===== config.mk =====
export PLATFORM = sky130hd
export DESIGN_NAME = rcu_multi_vc_flat
export DESIGN_NICKNAME = d
export VERILOG_FILES = /design/src/rtl/rcu_multi_vc_pkg.sv /design/src/rtl/rcu_multi_vc_if.sv /design/src/rtl/rcu_multi_vc_route_calc.sv /design/src/rtl/rcu_multi_vc.sv /design/src/flat_wrapper.sv
export SDC_FILE = /design/constraint.sdc
export NUM_CORES = 1
export LEC_CHECK = 0
export CORE_MARGIN = 1.5
export CORE_UTILIZATION = 45
export CTS_CLUSTER_SIZE = 40
export DETAILED_ROUTE_END_ITERATION = 10
export HOLD_SLACK_MARGIN = 0.12
export PLACE_DENSITY = 0.76
export SYNTH_ARGS = -nofsm -noshare
export SYNTH_HDL_FRONTEND = slang
export SYNTH_SLANG_ARGS = --single-unit

===== constraint.sdc =====
create_clock -name clk -period 3.34 [get_ports clk]
set_input_delay 0.668 -clock clk [delete_from_list [all_inputs] [get_ports clk]]
set_output_delay 0.668 -clock clk [all_outputs]
set_load 0.005 [all_outputs]

===== src/rtl/rcu_multi_vc_pkg.sv =====
// Shared types, constants and helpers for the multi-VC routing-computation unit.
package rcu_multi_vc_pkg;

   // Every mesh axis has the same extent, so one coordinate width serves all three.
   localparam int MESH_DIM = 4;
   localparam int COORD_W  = $clog2(MESH_DIM);
   localparam int HOP_W    = COORD_W + 1;

   typedef struct packed {
      logic [COORD_W-1:0] x;
      logic [COORD_W-1:0] y;
      logic [COORD_W-1:0] z;
   } position_t;

   typedef enum logic [2:0] {
      LOCAL = 3'd0,
      EAST  = 3'd1,
      WEST  = 3'd2,
      NORTH = 3'd3,
      SOUTH = 3'd4,
      UP    = 3'd5,
      DOWN  = 3'd6
   } port_t;

   typedef enum logic [1:0] {
      ZERO = 2'd0,
      POS  = 2'd1,
      NEG  = 2'd3
   } direction_t;

   // Feedback taps 16,14,13,11 of the Fibonacci LFSR, expressed as bit positions 15,13,12,10.
   localparam logic [15:0] LFSR_TAPS = 16'hB400;

   // A VC index needs at least one bit even when there is a single VC.
   function automatic int vc_idx_width(input int num_vc);
      return (num_vc > 1) ? $clog2(num_vc) : 1;
   endfunction

   localparam int NUM_VC_DEFAULT = 4;
   typedef logic [vc_idx_width(NUM_VC_DEFAULT)-1:0] vc_idx_t;

   // Sign of a hop count taken in two's complement with one extra bit.
   function automatic direction_t hop_dir(input logic [HOP_W-1:0] hops);
      if (hops == '0) begin
         return ZERO;
      end
      if (hops[HOP_W-1]) begin
         return NEG;
      end
      return POS;
   endfunction

endpackage


===== src/rtl/rcu_multi_vc_if.sv =====
// Request/result bundle between the VC buffers, the routing unit and the VC allocator.
interface rcu_multi_vc_if #(
   parameter int NUM_VC = 4,
   parameter int CNT_W  = 16
);
   import rcu_multi_vc_pkg::*;

   localparam int VCW = vc_idx_width(NUM_VC);

   logic [NUM_VC-1:0]     req_valid;
   position_t [NUM_VC-1:0] req_dest;
   logic [NUM_VC-1:0]     req_ready;
   logic                  up_faulty;
   logic                  down_faulty;
   logic                  out_valid;
   logic                  out_ready;
   logic [VCW-1:0]        out_vc;
   port_t                 out_port;
   logic                  out_detour;
   logic                  out_err;
   logic [CNT_W-1:0]      detour_cnt;

   modport master (
      output req_valid, req_dest, up_faulty, down_faulty, out_ready,
      input  req_ready, out_valid, out_vc, out_port, out_detour, out_err, detour_cnt
   );

   modport slave (
      input  req_valid, req_dest, up_faulty, down_faulty, out_ready,
      output req_ready, out_valid, out_vc, out_port, out_detour, out_err, detour_cnt
   );

endinterface


===== src/rtl/rcu_multi_vc_route_calc.sv =====
// Combinational Z-first route selection with lateral escape around a faulty vertical link.
module rcu_route_calc
   import rcu_multi_vc_pkg::*;
#(
   parameter position_t THIS_POS = '{x:'0, y:'0, z:'0},
   parameter bit        ADAPTIVE = 1'b1
) (
   input  position_t dest,
   input  logic      up_faulty,
   input  logic      down_faulty,
   input  logic      rand_bit,
   output port_t     port,
   output logic      detour,
   output logic      err
);

   logic [HOP_W-1:0] hop_x;
   logic [HOP_W-1:0] hop_y;
   logic [HOP_W-1:0] hop_z;
   direction_t       dir_x;
   direction_t       dir_y;
   direction_t       dir_z;

   assign hop_x = {1'b0, dest.x} - {1'b0, THIS_POS.x};
   assign hop_y = {1'b0, dest.y} - {1'b0, THIS_POS.y};
   assign hop_z = {1'b0, dest.z} - {1'b0, THIS_POS.z};
   assign dir_x = hop_dir(hop_x);
   assign dir_y = hop_dir(hop_y);
   assign dir_z = hop_dir(hop_z);

   // Vertical first; a blocked vertical link either escapes sideways (x move preferred, coin flip if none) or is flagged.
   always_comb begin
      port   = LOCAL;
      detour = 1'b0;
      err    = 1'b0;
      if (dir_z == POS && !up_faulty) begin
         port = UP;
      end else if (dir_z == NEG && !down_faulty) begin
         port = DOWN;
      end else if (dir_z != ZERO) begin
         if (ADAPTIVE) begin
            port   = (dir_x == POS || (dir_x == ZERO && rand_bit)) ? EAST : WEST;
            detour = (dir_x == ZERO);
         end else begin
            port = (dir_z == POS) ? UP : DOWN;
            err  = 1'b1;
         end
      end else if (dir_x == POS) begin
         port = EAST;
      end else if (dir_x == NEG) begin
         port = WEST;
      end else if (dir_y == POS) begin
         port = NORTH;
      end else if (dir_y == NEG) begin
         port = SOUTH;
      end
   end

endmodule


===== src/rtl/rcu_multi_vc.sv =====
// Shared routing unit for one input port: round-robin VC arbitration, route computation, registered result.
module rcu_multi_vc
   import rcu_multi_vc_pkg::*;
#(
   parameter position_t   THIS_POS  = '{x:'0, y:'0, z:'0},
   parameter int          NUM_VC    = 4,
   parameter bit          ADAPTIVE  = 1'b1,
   parameter logic [15:0] LFSR_SEED = 16'hACE1,
   parameter int          CNT_W     = 16
) (
   input logic          clk,
   input logic          rst_n,
   rcu_multi_vc_if.slave bus
);

   localparam int             VCW      = vc_idx_width(NUM_VC);
   localparam logic [VCW:0]   NUM_VC_W = (VCW+1)'(NUM_VC);
   localparam logic [VCW-1:0] LAST_VC  = VCW'(NUM_VC - 1);

   logic [VCW-1:0] rr_ptr;
   logic [VCW-1:0] gnt_idx;
   logic           gnt_found;
   logic           can_accept;
   logic           accept;
   logic [15:0]    lfsr;
   position_t      gnt_dest;
   port_t          calc_port;
   logic           calc_detour;
   logic           calc_err;

   assign can_accept = !bus.out_valid || bus.out_ready;
   assign accept     = rst_n && can_accept && gnt_found;
   assign gnt_dest   = bus.req_dest[gnt_idx];

   // Scan VCs starting at the round-robin pointer, wrapping, and take the first requester.
   always_comb begin
      logic [VCW:0] cand;
      gnt_found = 1'b0;
      gnt_idx   = '0;
      cand      = '0;
      for (int k = 0; k < NUM_VC; k++) begin
         cand = {1'b0, rr_ptr} + (VCW+1)'(k);
         if (cand >= NUM_VC_W) begin
            cand = cand - NUM_VC_W;
         end
         if (!gnt_found && bus.req_valid[cand[VCW-1:0]]) begin
            gnt_found = 1'b1;
            gnt_idx   = cand[VCW-1:0];
         end
      end
   end

   // One-hot acknowledge to the winning VC, only when the result register can take a new entry.
   always_comb begin
      bus.req_ready = '0;
      for (int i = 0; i < NUM_VC; i++) begin
         if (accept && gnt_idx == VCW'(i)) begin
            bus.req_ready[i] = 1'b1;
         end
      end
   end

   rcu_route_calc #(
      .THIS_POS (THIS_POS),
      .ADAPTIVE (ADAPTIVE)
   ) u_route_calc (
      .dest        (gnt_dest),
      .up_faulty   (bus.up_faulty),
      .down_faulty (bus.down_faulty),
      .rand_bit    (lfsr[0]),
      .port        (calc_port),
      .detour      (calc_detour),
      .err         (calc_err)
   );

   // Pointer moves past the winner and the LFSR steps only when a request is actually accepted.
   always_ff @(posedge clk) begin
      if (!rst_n) begin
         rr_ptr <= '0;
         lfsr   <= LFSR_SEED;
      end else if (accept) begin
         rr_ptr <= (gnt_idx == LAST_VC) ? '0 : gnt_idx + VCW'(1);
         lfsr   <= {lfsr[14:0], ^(lfsr & LFSR_TAPS)};
      end
   end

   // Result register: load on accept (overwriting a consumed entry), otherwise drain once consumed.
   always_ff @(posedge clk) begin
      if (!rst_n) begin
         bus.out_valid  <= 1'b0;
         bus.out_vc     <= '0;
         bus.out_port   <= LOCAL;
         bus.out_detour <= 1'b0;
         bus.out_err    <= 1'b0;
      end else if (accept) begin
         bus.out_valid  <= 1'b1;
         bus.out_vc     <= gnt_idx;
         bus.out_port   <= calc_port;
         bus.out_detour <= calc_detour;
         bus.out_err    <= calc_err;
      end else if (bus.out_ready) begin
         bus.out_valid  <= 1'b0;
      end
   end

   // Saturating tally of detours handed to the allocator.
   always_ff @(posedge clk) begin
      if (!rst_n) begin
         bus.detour_cnt <= '0;
      end else if (accept && calc_detour && bus.detour_cnt != '1) begin
         bus.detour_cnt <= bus.detour_cnt + CNT_W'(1);
      end
   end

endmodule


===== src/flat_wrapper.sv =====
// flat-port wrapper written by rule: the top's interface ports become plain ports
module rcu_multi_vc_flat import rcu_multi_vc_pkg::*;
#(
   parameter position_t   THIS_POS  = '{x:'0, y:'0, z:'0},
   parameter int          NUM_VC    = 4,
   parameter bit          ADAPTIVE  = 1'b1,
   parameter logic [15:0] LFSR_SEED = 16'hACE1,
   parameter int          CNT_W     = 16
)
  (clk, rst_n, bus_req_valid, bus_req_dest, bus_up_faulty, bus_down_faulty, bus_out_ready, bus_req_ready, bus_out_valid, bus_out_vc, bus_out_port, bus_out_detour, bus_out_err, bus_detour_cnt);
  rcu_multi_vc_if #(.NUM_VC(NUM_VC), .CNT_W(CNT_W)) bus_i ();
  input logic clk;
  input logic rst_n;
  input wire logic [$bits(bus_i.req_valid)-1:0] bus_req_valid;
  input wire logic [$bits(bus_i.req_dest)-1:0] bus_req_dest;
  input wire logic [$bits(bus_i.up_faulty)-1:0] bus_up_faulty;
  input wire logic [$bits(bus_i.down_faulty)-1:0] bus_down_faulty;
  input wire logic [$bits(bus_i.out_ready)-1:0] bus_out_ready;
  output wire logic [$bits(bus_i.req_ready)-1:0] bus_req_ready;
  output wire logic [$bits(bus_i.out_valid)-1:0] bus_out_valid;
  output wire logic [$bits(bus_i.out_vc)-1:0] bus_out_vc;
  output wire logic [$bits(bus_i.out_port)-1:0] bus_out_port;
  output wire logic [$bits(bus_i.out_detour)-1:0] bus_out_detour;
  output wire logic [$bits(bus_i.out_err)-1:0] bus_out_err;
  output wire logic [$bits(bus_i.detour_cnt)-1:0] bus_detour_cnt;
  assign bus_i.req_valid = bus_req_valid;
  assign bus_i.req_dest = bus_req_dest;
  assign bus_i.up_faulty = bus_up_faulty;
  assign bus_i.down_faulty = bus_down_faulty;
  assign bus_i.out_ready = bus_out_ready;
  assign bus_req_ready = bus_i.req_ready;
  assign bus_out_valid = bus_i.out_valid;
  assign bus_out_vc = bus_i.out_vc;
  assign bus_out_port = bus_i.out_port;
  assign bus_out_detour = bus_i.out_detour;
  assign bus_out_err = bus_i.out_err;
  assign bus_detour_cnt = bus_i.detour_cnt;
  rcu_multi_vc #(.THIS_POS(THIS_POS), .NUM_VC(NUM_VC), .ADAPTIVE(ADAPTIVE), .LFSR_SEED(LFSR_SEED), .CNT_W(CNT_W)) u_core (.clk(clk), .rst_n(rst_n), .bus(bus_i));
endmodule

==> results of run 1 <==
layout by cell type, fill, tap and decap left out, drive strengths merged, types with 6 or more instances in the layout:
cell / count
a21oi: 14
a31oi: 7
buf: 21
clkbuf: 7
clkdlybuf4s50: 54
dfxtp: 41
inv: 11
mux2i: 6
nand2: 31
nand2b: 7
nand3: 20
nor2: 14
nor3: 9
nor4: 7
o21ai: 9
o31ai: 6
or4: 7
kinds of logic after synthesis:
| family | after synthesis |
|---|---|
| AOI/OAI and AO/OA | 58 |
| xor gates and xnor gates | 3 |
| adders and majority gates | 5 |
| buffers and inverters | 27 |
| DFF | 41 |
| muxes | 7 |
| other | 1 |
| and+or+nand+nor | 119 |
worst paths after layout:
| kind | from | slack (ns) | cells past startpoint | end |
|---|---|---|---|---|
| max reg2reg | u_core.rr_ptr[0]$_SDFFE_PN0P_ | 0.68 | 9 | u_core.bus.detour_cnt[6]$_SDFFE_PN0P_ |
| max | bus_req_valid[1] | 0.13 | 8 | bus_req_ready[2] |
| min | u_core.lfsr[3]$_SDFFE_PN0P_ | 0.44 | 2 | u_core.lfsr[4]$_SDFFE_PN0P_ |
| min reg2reg | u_core.lfsr[3]$_SDFFE_PN0P_ | 0.44 | 2 | u_core.lfsr[4]$_SDFFE_PN0P_ |
registers in the layout, indices dropped and copies added (netlist names):
| register | cells |
|---|---|
| u_core.bus.detour_cnt | 16 |
| u_core.bus.out_detour | 1 |
| u_core.bus.out_port | 3 |
| u_core.bus.out_valid | 1 |
| u_core.bus.out_vc | 2 |
| u_core.lfsr | 16 |
| u_core.rr_ptr | 2 |
power by group:
part           switching (mW)  total [mW]  leakage (nW)  internal, mW
clock network           0.164       0.351        0.0542         0.187
logic                   0.158       0.356         0.786         0.198
registers              0.0357       0.570         0.337         0.534
total                   0.358        1.28          1.18         0.919
metal layers:
metal	wire (um)	track usage, %	part of all wire [%]
met5	0	0	0
met4	61	6.29	1.2
met3	325	4.44	6.2
met2	2410	34.0	46
met1	2450	28.3	47
worst max-delay path: cells and delay by family:
kind | cells | cell delay [ns]
compound gates | 1 | 0.17
fa+ha+maj | 1 | 0.15
buf+inv | 3 | 0.93
simple gates | 3 | 0.61
repair_timing:
item,CTS,global route
setup buffers,0,0
endpoints found under the setup margin,4,9
gates resized for setup,7,3
hold buffers,0,0
cell type report:
class / instances / area [um^2] / area share (%)
Sequential cell: 41 / 821 / 27.4
Tap cell: 52 / 65.1 / 2.17
Clock inverter: 1 / 5.00 / 0.167
Timing Repair Buffer: 79 / 741 / 24.7
Inverter: 11 / 41.3 / 1.38
Multi-Input combinational cell: 193 / 1230 / 41.0
Clock buffer: 7 / 96.3 / 3.21
metrics by stage:
| stage | hold WS (ns) | utilization (%) | std cells |
|---|---|---|---|
| 6_report | 0.445 | 67.0 | 384 |
| 5_1_grt | 0.480 | 67.0 | 384 |
| 3_3_place_gp | 0.426 | 64.1 | 376 |
| 4_1_cts | 0.445 | 66.8 | 384 |
| 3_5_place_dp | 0.429 | 64.1 | 376 |
| 2_1_floorplan | 0.415 | - | 261 |
==> summary by stage, run 1 <==
Clocking
The clock input transition at the sequential cells of the worst setup and hold paths is 0.07 ns. The latest clock arrival within the worst-skew pair is 0.28 ns. The clock passes through at most 2 buffers. The H-tree generated during clock tree synthesis spans 2 levels. The total clock buffers created by CTS is 5. The root buffer selected by CTS is sky130_fd_sc_hd__clkbuf_8.

TritonCTS built the clock tree. The number of clock sinks is 41.

STA
Setup violations remaining at the end of the flow were counted as 0. The post-route minimum period is 3.21 ns. The smallest setup slack after layout is 0.135 ns. The max-slew violation count came to 0.

Across the routed clock network, the largest skew measured is 0.00415 ns. Static timing analysis puts the maximum clock frequency at 312 MHz. The total negative setup slack is 0 ns. The final hold violation count is 0. Dividing the final minimum period by the clock period gives 96.0%. Setup repair after global routing left no endpoint under its margin.

Synth
Summing the sequential cell areas from Yosys gives 38.4% of the chip area. The dominant combinational cell family by area after synthesis is simple AND/OR/NAND/NOR gates. The post-synthesis instance area is 2140 um^2. The number of nets handed over by synthesis was 299. The share of synthesized area spent on multiplexers is 3.34%. The largest area contributor in the netlist is sky130_fd_sc_hd__dfxtp_1.

Summing the areas of all compound-gate instances in the mapped netlist gives 19.1% of the synthesized area. Of the total synthesized cell area, the portion taken by full adders, half adders and majority gates is 2.93%. The total of flip-flops plus latches after synthesis is 41. The portion of synthesized cell area occupied by the leading cell type is 38.4%. The netlist uses 45 different library cells. The synthesized netlist devotes 29.5% of its cell area to simple gates. The number of enable flip-flop cells after synthesis is 0. Yosys printed 0 warnings.

The cell count after synthesis is 261. The dominant cell by count in the synthesized netlist is sky130_fd_sc_hd__dfxtp_1. In the synthesized netlist, the cells that appear most often are 41 x sky130_fd_sc_hd__dfxtp_1, 31 x sky130_fd_sc_hd__nand2_1, 20 x sky130_fd_sc_hd__nand3_1. The most used flip-flop cell after synthesis is sky130_fd_sc_hd__dfxtp_1. The area share of xor/xnor cells in the synthesized design is 1.23%. By area the synthesized netlist is led by sky130_fd_sc_hd__dfxtp_1 38%, sky130_fd_sc_hd__nand2_1 5.4%, sky130_fd_sc_hd__nand3_1 4.7%. The async set or reset register ratio after synthesis is 0%.

The synthesized area divided by synthesized cell count is 8.18 um^2.

GRT
The via count of the first global-routing pass is 1942. The overall fraction of global-route tracks in use is 21.0%. The initial antenna violation count is 0. The overall overflow remaining after global route is 0.

The first global-routing pass estimated 8740 um of wire. The pin count of the biggest net entering global routing is 33.

Detailed routing
Dividing the detail-routed wire length by the instance count gives 13.7 um. The first detailed-routing pass took 4 iterations. The number of design rule violations left after detail routing is 0.

The via total after detailed routing is 2102. Wires add up to 5250 um. The first-iteration detailed-routing DRC count is 120. In the routed layout, each cell is associated on average with a via count of 5.47.

The remaining antenna violation count after routing is 0.

Floorplanning
The die width is 71.9 um. The die height is 71.9 um. In this run the count of I/O pins placed on the die edge is 61. The starting utilization of the core area is 47.7%. After floorplanning, the core was sized to cover 4470 um^2.

The floorplan has 24 rows. The die covers 5170 um^2.

Setup path
The worst setup path is launched from a primary input. Along the worst path, the maximum fanout reaches 4. The critical path goes through dlygate4sd2_1, a21oi_1, nor3b_1, or3_4, inv_1, ha_1, and2_1, clkdlybuf4s50_1. The largest single stage delay on the critical path is 0.49 ns. The worst setup path is captured at a primary output. The library cell contributing the largest single delay on the critical path is sky130_fd_sc_hd__clkdlybuf4s50_1. The worst setup path is of the in -> out kind. The signal arrival time at the worst endpoint is 2.54 ns. For the worst setup path, the data required time is 2.67 ns.

Power and ir drop
In this run the static leakage power is 1.18 nW. The power consumption is 1.28 mW. The worst-case IR drop observed on VDD is 0.299 mV. The power density relative to cell area is 426 nW/um^2.

Placed design
The wire-length estimate of the detail-placed layout is 3870 um. Input and output buffers added on the ports amount to 58. In this run the cell area measured after placement is 2870 um^2. The routability-driven placement congestion ratio is 0.811. The worst setup slack after placement is -0.184 ns.

Status
The flow ran to the end, and the final reports show no timing, DRC or antenna violations.

Cells and area
The count of filler cells inserted in the layout is 385. Once layout is done, the placed cells without fillers occupy 3000 um^2. The antenna diode count is 0. The area added between synthesis and finish is 40.4%. Of the cells placed in the final design, the portion with a size suffix greater than 1 is 13.3%. In the final design database the tool counted 369 nets.

Min path
The path class of the tightest hold or removal check is reg -> reg.

Run
The tool flagged a number of max-cap violations equal to 0.
Power figures use the tool's default switching activity.
==> run 2: changes to the inputs <==
--- a/config.mk
+++ b/config.mk
@@ -5,12 +5,12 @@
 export SDC_FILE = /design/constraint.sdc
 export NUM_CORES = 1
 export LEC_CHECK = 0
-export CORE_MARGIN = 1.5
 export CORE_UTILIZATION = 45
 export CTS_CLUSTER_SIZE = 40
 export DETAILED_ROUTE_END_ITERATION = 10
 export HOLD_SLACK_MARGIN = 0.12
 export PLACE_DENSITY = 0.76
+export SETUP_SLACK_MARGIN = 0.15
 export SYNTH_ARGS = -nofsm -noshare
 export SYNTH_HDL_FRONTEND = slang
 export SYNTH_SLANG_ARGS = --single-unit
==> summary by stage, run 2 (synthesis results as in run 1) <==
Detailed routing
Wires add up to 5200 um. The first-pass detailed-route iteration total is 7. The detailed router placed 2129 vias in this run. After detailed routing, the average wire length per cell comes to 13.4 um. After detailed routing, the number of vias per cell comes to 5.49. The detailed router finished its first iteration with 122 violations. The number of design rule violations left after detail routing is 16. The remaining antenna violation count after routing is 0.

Power and ir drop
The static power due to leakage is 1.20 nW. The part of the total power dissipated in sequential elements is 44.9%. The power consumption is 1.27 mW. The power density relative to cell area is 419 nW/um^2. The part of the power in the clock network is 25.4%.

IR analysis of the VDD net gives a maximum drop of 0.331 mV. The net switching power is 0.378 mW. The part of the power in combinational logic is 29.7%. The share of total power consumed by net switching is 29.7%. The cell-internal power is 0.894 mW.

Min path
The worst min-delay path category is reg -> reg. The startpoint of the most critical hold path is u_core.lfsr[11]$_SDFFE_PN1P_. The cell depth of the worst min-delay path is 2. For hold timing, the worst endpoint is u_core.lfsr[12]$_SDFFE_PN0P_.

GRT
The via count of the first global-routing pass is 1892. The pin count of the biggest net entering global routing is 33. The overall overflow remaining after global route is 0. The initial antenna violation count is 0. The first global-routing pass estimated 8480 um of wire. For this run, the total global-route usage over all layers was measured as 21.2%.

Setup path
STA classifies the critical path startpoint as a primary input. Among all stages on the critical path, the largest delay is contributed by sky130_fd_sc_hd__or4_1. The category of the critical setup timing path is in -> reg. By instance count, the cell type seen most on the critical path is sky130_fd_sc_hd__buf_4. The maximum fanout encountered on the critical timing path is 11. The data required time of the worst path is 3.57 ns. The kind of end point of the critical path is a flip-flop. The signal arrival time at the worst endpoint is 3.30 ns.

For the worst flop-to-flop path, the logic depth is 9. In this run the critical register-to-register path is launched from u_core.rr_ptr[0]$_SDFFE_PN0P_. The worst register-to-register path has a setup slack of 0.79 ns.

The maximum cell stage delay along the critical path is 0.53 ns. The critical path goes through clkdlybuf4s50_1, nor2b_2, nor4_4, buf_4, or4_1, a211oi_4, o22ai_4, buf_4, nor4_2, mux2i_1. The destination of the worst register-to-register timing path is u_core.bus.detour_cnt[6]$_SDFFE_PN0P_.

Cells and area
The most frequent standard cell in the layout excluding fill and tap cells is sky130_fd_sc_hd__clkdlybuf4s50_1. The final layout contains 373 nets. The area added between synthesis and finish is 42.1%. The share of post-route cells with drive strength above 1 is 14.9%.

The number of non-filler instances in the completed layout is 388. The count of filler cells inserted in the layout is 378. The top cell types in the final layout, fill and taps aside, are 51 x sky130_fd_sc_hd__clkdlybuf4s50_1, 41 x sky130_fd_sc_hd__dfxtp_1, 31 x sky130_fd_sc_hd__nand2_1, 25 x sky130_fd_sc_hd__buf_4, 20 x sky130_fd_sc_hd__nand3_1. The largest registers in the layout are u_core.bus.detour_cnt (16), u_core.lfsr (16), u_core.bus.out_port (3). The total area of multi-input combinational cells is 1250 um^2. The antenna diode count is 0. Summing all flip-flop and latch instances after layout gives 821 um^2. Measured on the finished design, the core utilization comes to 68.3%.

STA
The smallest setup slack after layout is 0.273 ns. The max-slew violation count is 0. Setup repair after global routing left no endpoint under its margin.

The final cycle utilization of the critical path is 91.8%. Adding up every negative setup slack in the final design gives 0 ns. The final hold violation count was 0. Timing would allow up to 326 MHz. The setup-violating endpoint count in the final report is 0. Subtracting the final worst setup slack from the clock period gives 3.07 ns. Between clock sinks in the finished design, the worst skew comes to 0.00906 ns.

Floorplanning
The die area is 5030 um^2. Measured along the y axis, the die boundary spans 70.9 um. After floorplanning, the core was sized to cover 4440 um^2. The number of placement rows is 24.

The number of placed I/O pins is 61. The initial utilization of the core area, before any placement, comes to 48.1%. From left edge to right edge, the die measures 70.9 um.

Clocking
CTS built an H-tree with a depth of 2. TritonCTS created 5 clock buffers. The clock tree from TritonCTS is yes. The clock input transition at the sequential cells of the worst setup and hold paths is 0.08 ns. The clock passes through at most 2 buffers.

The tree is rooted in a sky130_fd_sc_hd__clkbuf_8. The latest clock arrival within the worst-skew pair is 0.30 ns. The hold-fix buffer count after cts is 0. The number of clock sinks is 41.

Placed design
Once detailed placement completed, the half-perimeter wirelength came to 3760 um. The worst setup slack after placement is -0.171 ns. The number of buffer cells added on primary ports is 58.

The total instance count after detailed placement is 376. The congestion estimate from routability-driven global placement came to 0.789.

Run
The count of maximum capacitance violations is 0.

Status
The checks that failed: design-rule violations. The run finished, with violations left.
-- run 2: power by group through the flow --
stage                     logic, mW  clock network (mW)  registers, mW
after floorplan               0.186                   0          0.573
after global placement        0.335                   0          0.577
after detailed placement      0.342                   0          0.579
after CTS                     0.353               0.330          0.570
after global routing          0.419               0.350          0.578
final                         0.378               0.323          0.571
-- run 2: what timing repair did --
action / in CTS / in global routing
resized for setup: 13 / 7
hold endpoints to repair: 0 / 0
pin swaps: 0 / 4
buffers inserted: 0 / 4
setup endpoints to repair: 5 / 10
-- run 2: critical path, delay by kind of cell --
family / cells / cell delay, ns
AND/OR/NAND/NOR: 4 / 1.12
multiplexers: 1 / 0.21
AO/OA/AOI/OAI: 2 / 0.47
buffers and inverters: 3 / 0.83
-- run 2: per-layer routing --
metal	wire (um)	up-vias	track usage, %
li1	-	1088	-
met1	2490	976	27.1
met2	2260	58	34.4
met3	352	7	5.27
met4	95	0	8.22
met5	0	-	0
-- run 2: worst max path at each step --
stage                     start                                endpoint  slack, ns  cells after the start
2_1_floorplan  bus_req_valid[1]  u_core.bus.detour_cnt[11]$_SDFFE_PN0P_       0.64                      9
4_1_cts        bus_req_valid[2]                        bus_req_ready[3]        0.1                      9
5_1_grt        bus_req_valid[2]   u_core.bus.detour_cnt[6]$_SDFFE_PN0P_       0.17                     10
3_3_place_gp   bus_req_valid[0]   u_core.bus.detour_cnt[7]$_SDFFE_PN0P_      -0.12                     10
3_5_place_dp   bus_req_valid[0]   u_core.bus.detour_cnt[6]$_SDFFE_PN0P_      -0.17                     10
6_report       bus_req_valid[2]   u_core.bus.detour_cnt[6]$_SDFFE_PN0P_       0.27                     10
-- run 2: area by class of cell --
type                            count  area share (%)
Multi-Input combinational cell    193            41.2
Sequential cell                    41            27.1
Timing Repair Buffer               83            25.3
Clock buffer                        6            2.39
Tap cell                           52            2.14
Inverter                           11            1.44
Clock inverter                      2           0.495
-- run 2: through the flow --
stage	instance area (um^2)	hold WS [ns]
global placement	2870	0.426
detailed placement	2870	0.433
floorplan	2140	0.415
global route	3030	0.467
finish	3030	0.443
CTS	2980	0.447
==> run 3: changes to the inputs <==
--- a/config.mk
+++ b/config.mk
@@ -9,8 +9,9 @@
 export CTS_CLUSTER_SIZE = 40
 export DETAILED_ROUTE_END_ITERATION = 10
 export HOLD_SLACK_MARGIN = 0.12
-export PLACE_DENSITY = 0.76
+export PLACE_DENSITY = 0.77
 export SETUP_SLACK_MARGIN = 0.15
 export SYNTH_ARGS = -nofsm -noshare
 export SYNTH_HDL_FRONTEND = slang
+export SYNTH_HIERARCHICAL = 1
 export SYNTH_SLANG_ARGS = --single-unit
==> summary by stage, run 3 <==
Setup path
The setup check on the worst reg-to-reg path leaves a slack of 0.43 ns. The length in cells of the worst reg-to-reg path is 11. The launching instance or port of the critical path is bus_req_valid[2]. In this run the critical register-to-register path is launched from u_core/rr_ptr[1]$_SDFFE_PN0P_.

The worst setup path is launched from a primary input. The maximum fanout encountered on the critical timing path is 6. The worst setup path is of the in -> out kind. The data required time of the worst path is 2.67 ns. The capturing element of the worst setup path is bus_req_ready[1].

The signal arrival time at the worst endpoint is 2.40 ns. On the worst path, the slowest cell contributes a delay of 0.53 ns. The kind of end point of the critical path is a primary output. The destination of the worst register-to-register timing path is u_core/bus.detour_cnt[13]$_SDFFE_PN0P_.

The library cell contributing the largest single delay on the critical path is sky130_fd_sc_hd__clkdlybuf4s50_1. Counting stages on the worst path, the most repeated cell is sky130_fd_sc_hd__nor2_1. The critical path goes through dlygate4sd2_1, mux2i_1, nor2_1, a311oi_2, buf_4, buf_6, nand2_1, nor2_1, clkdlybuf4s50_1.

Power and ir drop
The part of the power in the clock network is 32.7%. In this run the power density over the cells is 419 nW/um^2. Summed over all nets, the switching power comes to 0.333 mW. The highest ir drop seen on vdd is 0.369 mV. Of the total power, the share spent switching nets is 26.5%. Combinational cells account for 22.5% of the total power. The part of the total power dissipated in sequential elements is 44.9%. The cell-internal power is 0.923 mW. The analysis attributes to cell leakage a power of 1.22 nW.

Floorplanning
Once the floorplan was initialized, standard cells occupied 48.6% of the core. The die height is 68.9 um. The die area is 4750 um^2.

After floorplanning, the core was divided into 23 placement rows. The number of placed I/O pins is 61. The core footprint is 4140 um^2. The die width is 68.9 um.

Detailed routing
The first detailed-routing pass took 4 iterations. For this block, the routed nets add up to 5070 um of wire. The number of design rule violations left after detail routing is 0.

The detailed router placed 1965 vias in this run. The detailed-route vias per instance is 5.24. The detail route stage leaves a number of antenna-violating nets equal to 0.

Dividing the detail-routed wire length by the instance count gives 13.5 um. In this run, the number of DRC markers left after iteration 0 of detailed routing was 139.

STA
Setup violations remaining at the end of the flow were counted as 0. Setup repair after global routing left no endpoint under its margin. For the pin with the worst max-slew slack, the measured transition is 0.642 ns. The final hold violation count came to 0. Once routing completed, OpenROAD measured the worst setup slack at 0.274 ns.

After routing, the total negative slack on setup checks comes to 0 ns. The worst slew margin relative to its limit is 57.1%. On the final layout, the worst clock skew is 0.00277 ns. Based on the critical path, the design can be clocked at up to 326 MHz. The max-slew violation count is 0. After layout, the worst path uses 91.8% of the clock period. The smallest clock period supported by the final layout is computed as 3.07 ns.

Placed design
The total instance count after detailed placement is 359. Before CTS, the worst setup slack after placement is -0.474 ns. The number of buffer cells added on primary ports is 59.

The congestion estimate from routability-driven global placement came to 0.806. Detailed placement finished with a half-perimeter wire length of 3380 um.

Synth
The top cell type by area accounts for 41.7% of the synthesized area. Sequential cells were found to cover 41.7% of the synthesized design area. The Yosys warning count is 6. The post-synthesis instance area is 2020 um^2. The number of enable flip-flop cells after synthesis is 0. The count of different cell masters after synthesis is 36.

The cell count after synthesis is 247. The most used flip-flop cell after synthesis is sky130_fd_sc_hd__dfxtp_1. sky130_fd_sc_hd__dfxtp_1 takes more of the synthesized area than any other cell. The dominant cell by count in the synthesized netlist is sky130_fd_sc_hd__dfxtp_1.

The async set or reset register ratio after synthesis is 0%. Counting every net in the synthesized netlist gives 281. Sorting the synthesized cells by area gives the leading types as sky130_fd_sc_hd__dfxtp_1 42%, sky130_fd_sc_hd__mux2i_1 9.9%, sky130_fd_sc_hd__nand2_1 5.8%.

The commonest cells after synthesis are 42 x sky130_fd_sc_hd__dfxtp_1, 31 x sky130_fd_sc_hd__nand2_1, 24 x sky130_fd_sc_hd__nor2_1. The average instance in the mapped netlist occupies 8.16 um^2. The total of flip-flops plus latches after synthesis is 42.

Clocking
Clock latency on the worst-skew pair, taken at its later pin, is 0.30 ns. The number of clock sinks is 42. Clock-pin slew was measured on the worst setup and hold paths at 0.08 ns.

The clock tree buffer depth is 2. TritonCTS built the clock tree. Hold repair after CTS inserted 0 buffers. The total number of H-tree levels is 2. The tree is rooted in a sky130_fd_sc_hd__clkbuf_8. The total clock buffers created by CTS is 5.

Cells and area
The antenna diode count is 0. Compared with the post-synthesis result, the final layout area differs by 48.8%. The largest registers in the layout are u_core/bus.detour_cnt (16), u_core/lfsr (16), u_core/bus.out_port (3). The final core area utilization is 72.4%.

In the layout the commonest cells are 53 x sky130_fd_sc_hd__clkdlybuf4s50_1, 42 x sky130_fd_sc_hd__dfxtp_1, 31 x sky130_fd_sc_hd__nand2_1, 24 x sky130_fd_sc_hd__nor2_1, 23 x sky130_fd_sc_hd__buf_4. The finished layout holds 375 standard cells, fillers aside. Leaving out fill and tap cells, the most frequent cell in the layout is sky130_fd_sc_hd__clkdlybuf4s50_1.

The net count of the finished layout is 358. Of the cells placed in the final design, the portion with a size suffix greater than 1 is 16.0%.

GRT
Entering global routing, the biggest net connects 22 pins. The overall overflow remaining after global route is 0. The initial antenna violation count is 0.

The via count of the first global-routing pass was 1728. Across every metal layer, demand over resource in global routing totals 21.5%. The global-route wire length before repair is 7490 um.

Status
The flow ran to the end, and the final reports show no timing, DRC or antenna violations.

Min path
The worst min-delay path category is reg -> reg. The startpoint of the most critical hold path is u_core/lfsr[11]$_SDFFE_PN1P_. The cell depth of the worst min-delay path is 2.

Run
The tool flagged a number of max-cap violations equal to 0.
==> run 3: cell types whose count changed after synthesis, sizes merged, moves of 4 or more <==
cell and change:
or4 -5, ha -4, nand2b -5, xnor2 +10
and2 -4, mux2i +14, o31ai -6, nor2 +10
==> run 3: worst min path at each step <==
stage / slack, ns / to
2_1_floorplan: 0.42 / u_core/lfsr[2]$_SDFFE_PN0P_
3_3_place_gp: 0.42 / u_core/lfsr[4]$_SDFFE_PN0P_
3_5_place_dp: 0.43 / u_core/lfsr[2]$_SDFFE_PN0P_
4_1_cts: 0.45 / u_core/lfsr[12]$_SDFFE_PN0P_
5_1_grt: 0.46 / u_core/lfsr[4]$_SDFFE_PN0P_
6_report: 0.45 / u_core/lfsr[12]$_SDFFE_PN0P_
==> run 3: metrics by stage <==
| step | cell area (um^2) | hold WS, ns | power (mW) |
|---|---|---|---|
| after global routing | 3000 | 0.465 | 1.32 |
| after floorplan | 2020 | 0.415 | 0.704 |
| after detailed placement | 2760 | 0.431 | 0.819 |
| final | 3000 | 0.446 | 1.26 |
| after global placement | 2760 | 0.425 | 0.812 |
| after CTS | 2930 | 0.447 | 1.25 |
==> run 3: power by group through the flow <==
| stage | registers [mW] | clock network (mW) | logic [mW] |
|---|---|---|---|
| CTS | 0.563 | 0.419 | 0.266 |
| global placement | 0.573 | 0 | 0.240 |
| floorplan | 0.570 | 0 | 0.134 |
| global route | 0.568 | 0.443 | 0.307 |
| finish | 0.563 | 0.410 | 0.282 |
| detailed placement | 0.574 | 0 | 0.245 |
==> run 3: logic make-up after synthesis <==
family          Yosys count  synth area share, %
simple gates            109                 26.4
flops                    42                 41.7
compound gates           34                 10.1
buf+inv                  27                 5.46
mux                      20                 9.93
xor+xnor                 13                 5.65
fa+ha+maj                 1                0.621
other cells               1                0.186
==> run 3: repair_timing <==
item,4_1_cts,5_1_grt
setup buffers,3,4
gates cloned,0,1
endpoints found under the setup margin,19,11
pin swaps,2,9
gates resized for setup,13,11
==> run 3: final cells by class <==
cell class	count	area, um^2
inverter	11	41.3
fill	346	1140
tap	50	62.6
sequential	42	841
clock buffer	5	68.8
timing repair buffer	86	807
multi-input combinational	178	1130
clock inverter	3	43.8
==> run 3: per-layer routing <==
layer | up-vias | global-route usage, % | part of all wire (%)
li1 | 1007 | - | -
met1 | 894 | 23.8 | 43
met2 | 59 | 38.0 | 48
met3 | 5 | 7.40 | 7.8
met4 | 0 | 6.89 | 0.75
met5 | - | 0 | 0
==> run 3: worst max-delay path: cells and delay by family <==
family                 cells  cell delay (ns)
buffers and inverters      4             1.14
muxes                      1             0.14
AOI/OAI and AO/OA          1             0.23
and+or+nand+nor            3             0.22
==> RTL edit, RTL diff (settings of run 3) <==
`NUM_VC` is set to 4 in 3 places; all go to 6.
--- a/src/rtl/rcu_multi_vc_if.sv
+++ b/src/rtl/rcu_multi_vc_if.sv
@@ -1,6 +1,6 @@
 // Request/result bundle between the VC buffers, the routing unit and the VC allocator.
 interface rcu_multi_vc_if #(
-   parameter int NUM_VC = 4,
+   parameter int NUM_VC = 6,
    parameter int CNT_W  = 16
 );
    import rcu_multi_vc_pkg::*;
--- a/src/rtl/rcu_multi_vc.sv
+++ b/src/rtl/rcu_multi_vc.sv
@@ -3,7 +3,7 @@
    import rcu_multi_vc_pkg::*;
 #(
    parameter position_t   THIS_POS  = '{x:'0, y:'0, z:'0},
-   parameter int          NUM_VC    = 4,
+   parameter int          NUM_VC    = 6,
    parameter bit          ADAPTIVE  = 1'b1,
    parameter logic [15:0] LFSR_SEED = 16'hACE1,
    parameter int          CNT_W     = 16
--- a/src/flat_wrapper.sv
+++ b/src/flat_wrapper.sv
@@ -2,7 +2,7 @@
 module rcu_multi_vc_flat import rcu_multi_vc_pkg::*;
 #(
    parameter position_t   THIS_POS  = '{x:'0, y:'0, z:'0},
-   parameter int          NUM_VC    = 4,
+   parameter int          NUM_VC    = 6,
    parameter bit          ADAPTIVE  = 1'b1,
    parameter logic [15:0] LFSR_SEED = 16'hACE1,
    parameter int          CNT_W     = 16
Interface: changed (resized bus_out_vc, bus_req_dest, bus_req_ready and bus_req_valid); port bits go from 61 to 78. The function was not compared with the original's and may differ.
==> RTL edit against run 3 <==
The flow now finishes with violations (negative setup slack). Cell area is 86% higher. Setup slack got worse by 1.8 ns. Count of clock-buffer cells in the layout increased by 1. Sequential share of layout area shrank 12 points. Synthesized area grew 57%. Sequential cell count grew 2. Routed wire length rose to 2.5 times the old value. First-iteration DRC count rose by 91%. Final cell count is 77% higher. Critical path depth is 11 higher. Largest cell class unchanged.
Power is left out: it rests on default switching activity, and per cell area and clock period it moved more than threefold.
==> RTL edit: results (changes against run 3) <==
\begin{tabular}{lr}
\hline
Metric & Value \\
\hline
\multicolumn{2}{l}{\textbf{Place}} \\
\quad Number of buffer cells added on primary ports & 76 (+29\%) \\
\quad Post-detailed-placement half-perimeter wirelength & 7010 um (+110\%) \\
\quad Placed Cells & 613 (+71\%) \\
\quad DP Worst Slack & -1.72 ns (-1.25 ns) \\
\multicolumn{2}{l}{\textbf{Timing}} \\
\quad Worst Max-Slew Pin Slew & 0.752 ns (+0.110 ns) \\
\quad Final Worst Setup Slack & -1.51 ns (-1.78 ns) \\
\quad Number of endpoints failing setup at the final stage & 27 (+27) \\
\quad Worst Hold Margin & 0.437 ns (-0.00806 ns) \\
\multicolumn{2}{l}{\textbf{Finish}} \\
\quad Number of sequential cells & 44 (+4.8\%) \\
\quad Non-clock buffer contribution to total cell area & 0.317 (+0.0478) \\
\quad Multi-input gate share of the layout cell area & 0.467 (+0.0884) \\
\quad Final-stage net count & 623 (+74\%) \\
\quad Non-clock inverter count & 25 (+14) \\
\quad Number of fill cells & 381 (+10\%) \\
\quad Share of the final layout cell area in sequential cells & 0.160 (-0.121) \\
\quad Fraction of area in clock buffers and inverters & 0.0173 (-0.0203) \\
\quad Layout cell share with drive strength beyond 1 & 0.380 (+0.220) \\
\multicolumn{2}{l}{\textbf{Synthesis}} \\
\quad Average footprint of a synthesized cell & 8.00 um\^{}2 (-2.0\%) \\
\quad Mapped Nets & 450 (+60\%) \\
\quad Synth unique cells & 69 (+92\%) \\
\multicolumn{2}{l}{\textbf{Critical path}} \\
\quad CP Capture Point & u\_core/bus.detour\_cnt[9]\$\_SDFFE\_PN0P\_ \\
\quad Worst setup startpoint & u\_core/rr\_ptr[1]\$\_SDFFE\_PN0P\_ \\
\quad Delay of the slowest critical-path stage & 0.40 ns (-0.13 ns) \\
\quad Highest net fanout along the worst path & 5 (-1) \\
\multicolumn{2}{l}{\textbf{Status}} \\
\quad Outcome & finished with violations \\
\quad Failing checks & negative setup slack \\
\multicolumn{2}{l}{\textbf{Drt}} \\
\quad 1st-iter DRT viols & 266 (+91\%) \\
\quad Wire per inst & 19.4 um (+44\%) \\
\multicolumn{2}{l}{\textbf{Hold path}} \\
\quad Endpoint of the worst hold-timing path & u\_core/lfsr[3]\$\_SDFFE\_PN0P\_ \\
\multicolumn{2}{l}{\textbf{Global routing}} \\
\quad Vias in the first global route & 3485 (+100\%) \\
\hline
\end{tabular}
==> RTL edit: changes by cell type after synthesis, moves of 5 or more <==
cell,before,now
sky130_fd_sc_hd__inv_1,11,25
sky130_fd_sc_hd__a31oi_1,6,18
sky130_fd_sc_hd__nand2_1,31,41
sky130_fd_sc_hd__xor2_1,0,8
sky130_fd_sc_hd__ha_1,1,8
sky130_fd_sc_hd__mux2i_1,20,27
sky130_fd_sc_hd__nor4_1,9,3
sky130_fd_sc_hd__o221ai_1,0,6
sky130_fd_sc_hd__and2_1,0,5
sky130_fd_sc_hd__or3_1,2,7
==> RTL edit: cell families after synthesis <==
logic type                 share of synthesized area
and+or+nand+nor                                0.228
muxes                                          0.115
other                                        0.00119
adders and majority gates                     0.0317
buffers and inverters                         0.0705
DFF                                            0.279
AOI/OAI and AO/OA                              0.223
xor gates and xnor gates                      0.0523
==> RTL edit: layer usage <==
metal	track usage	part of all wire
met5	0	0
met2	0.499	0.51
met4	0.111	0.056
met1	0.320	0.38
met3	0.0250	0.053
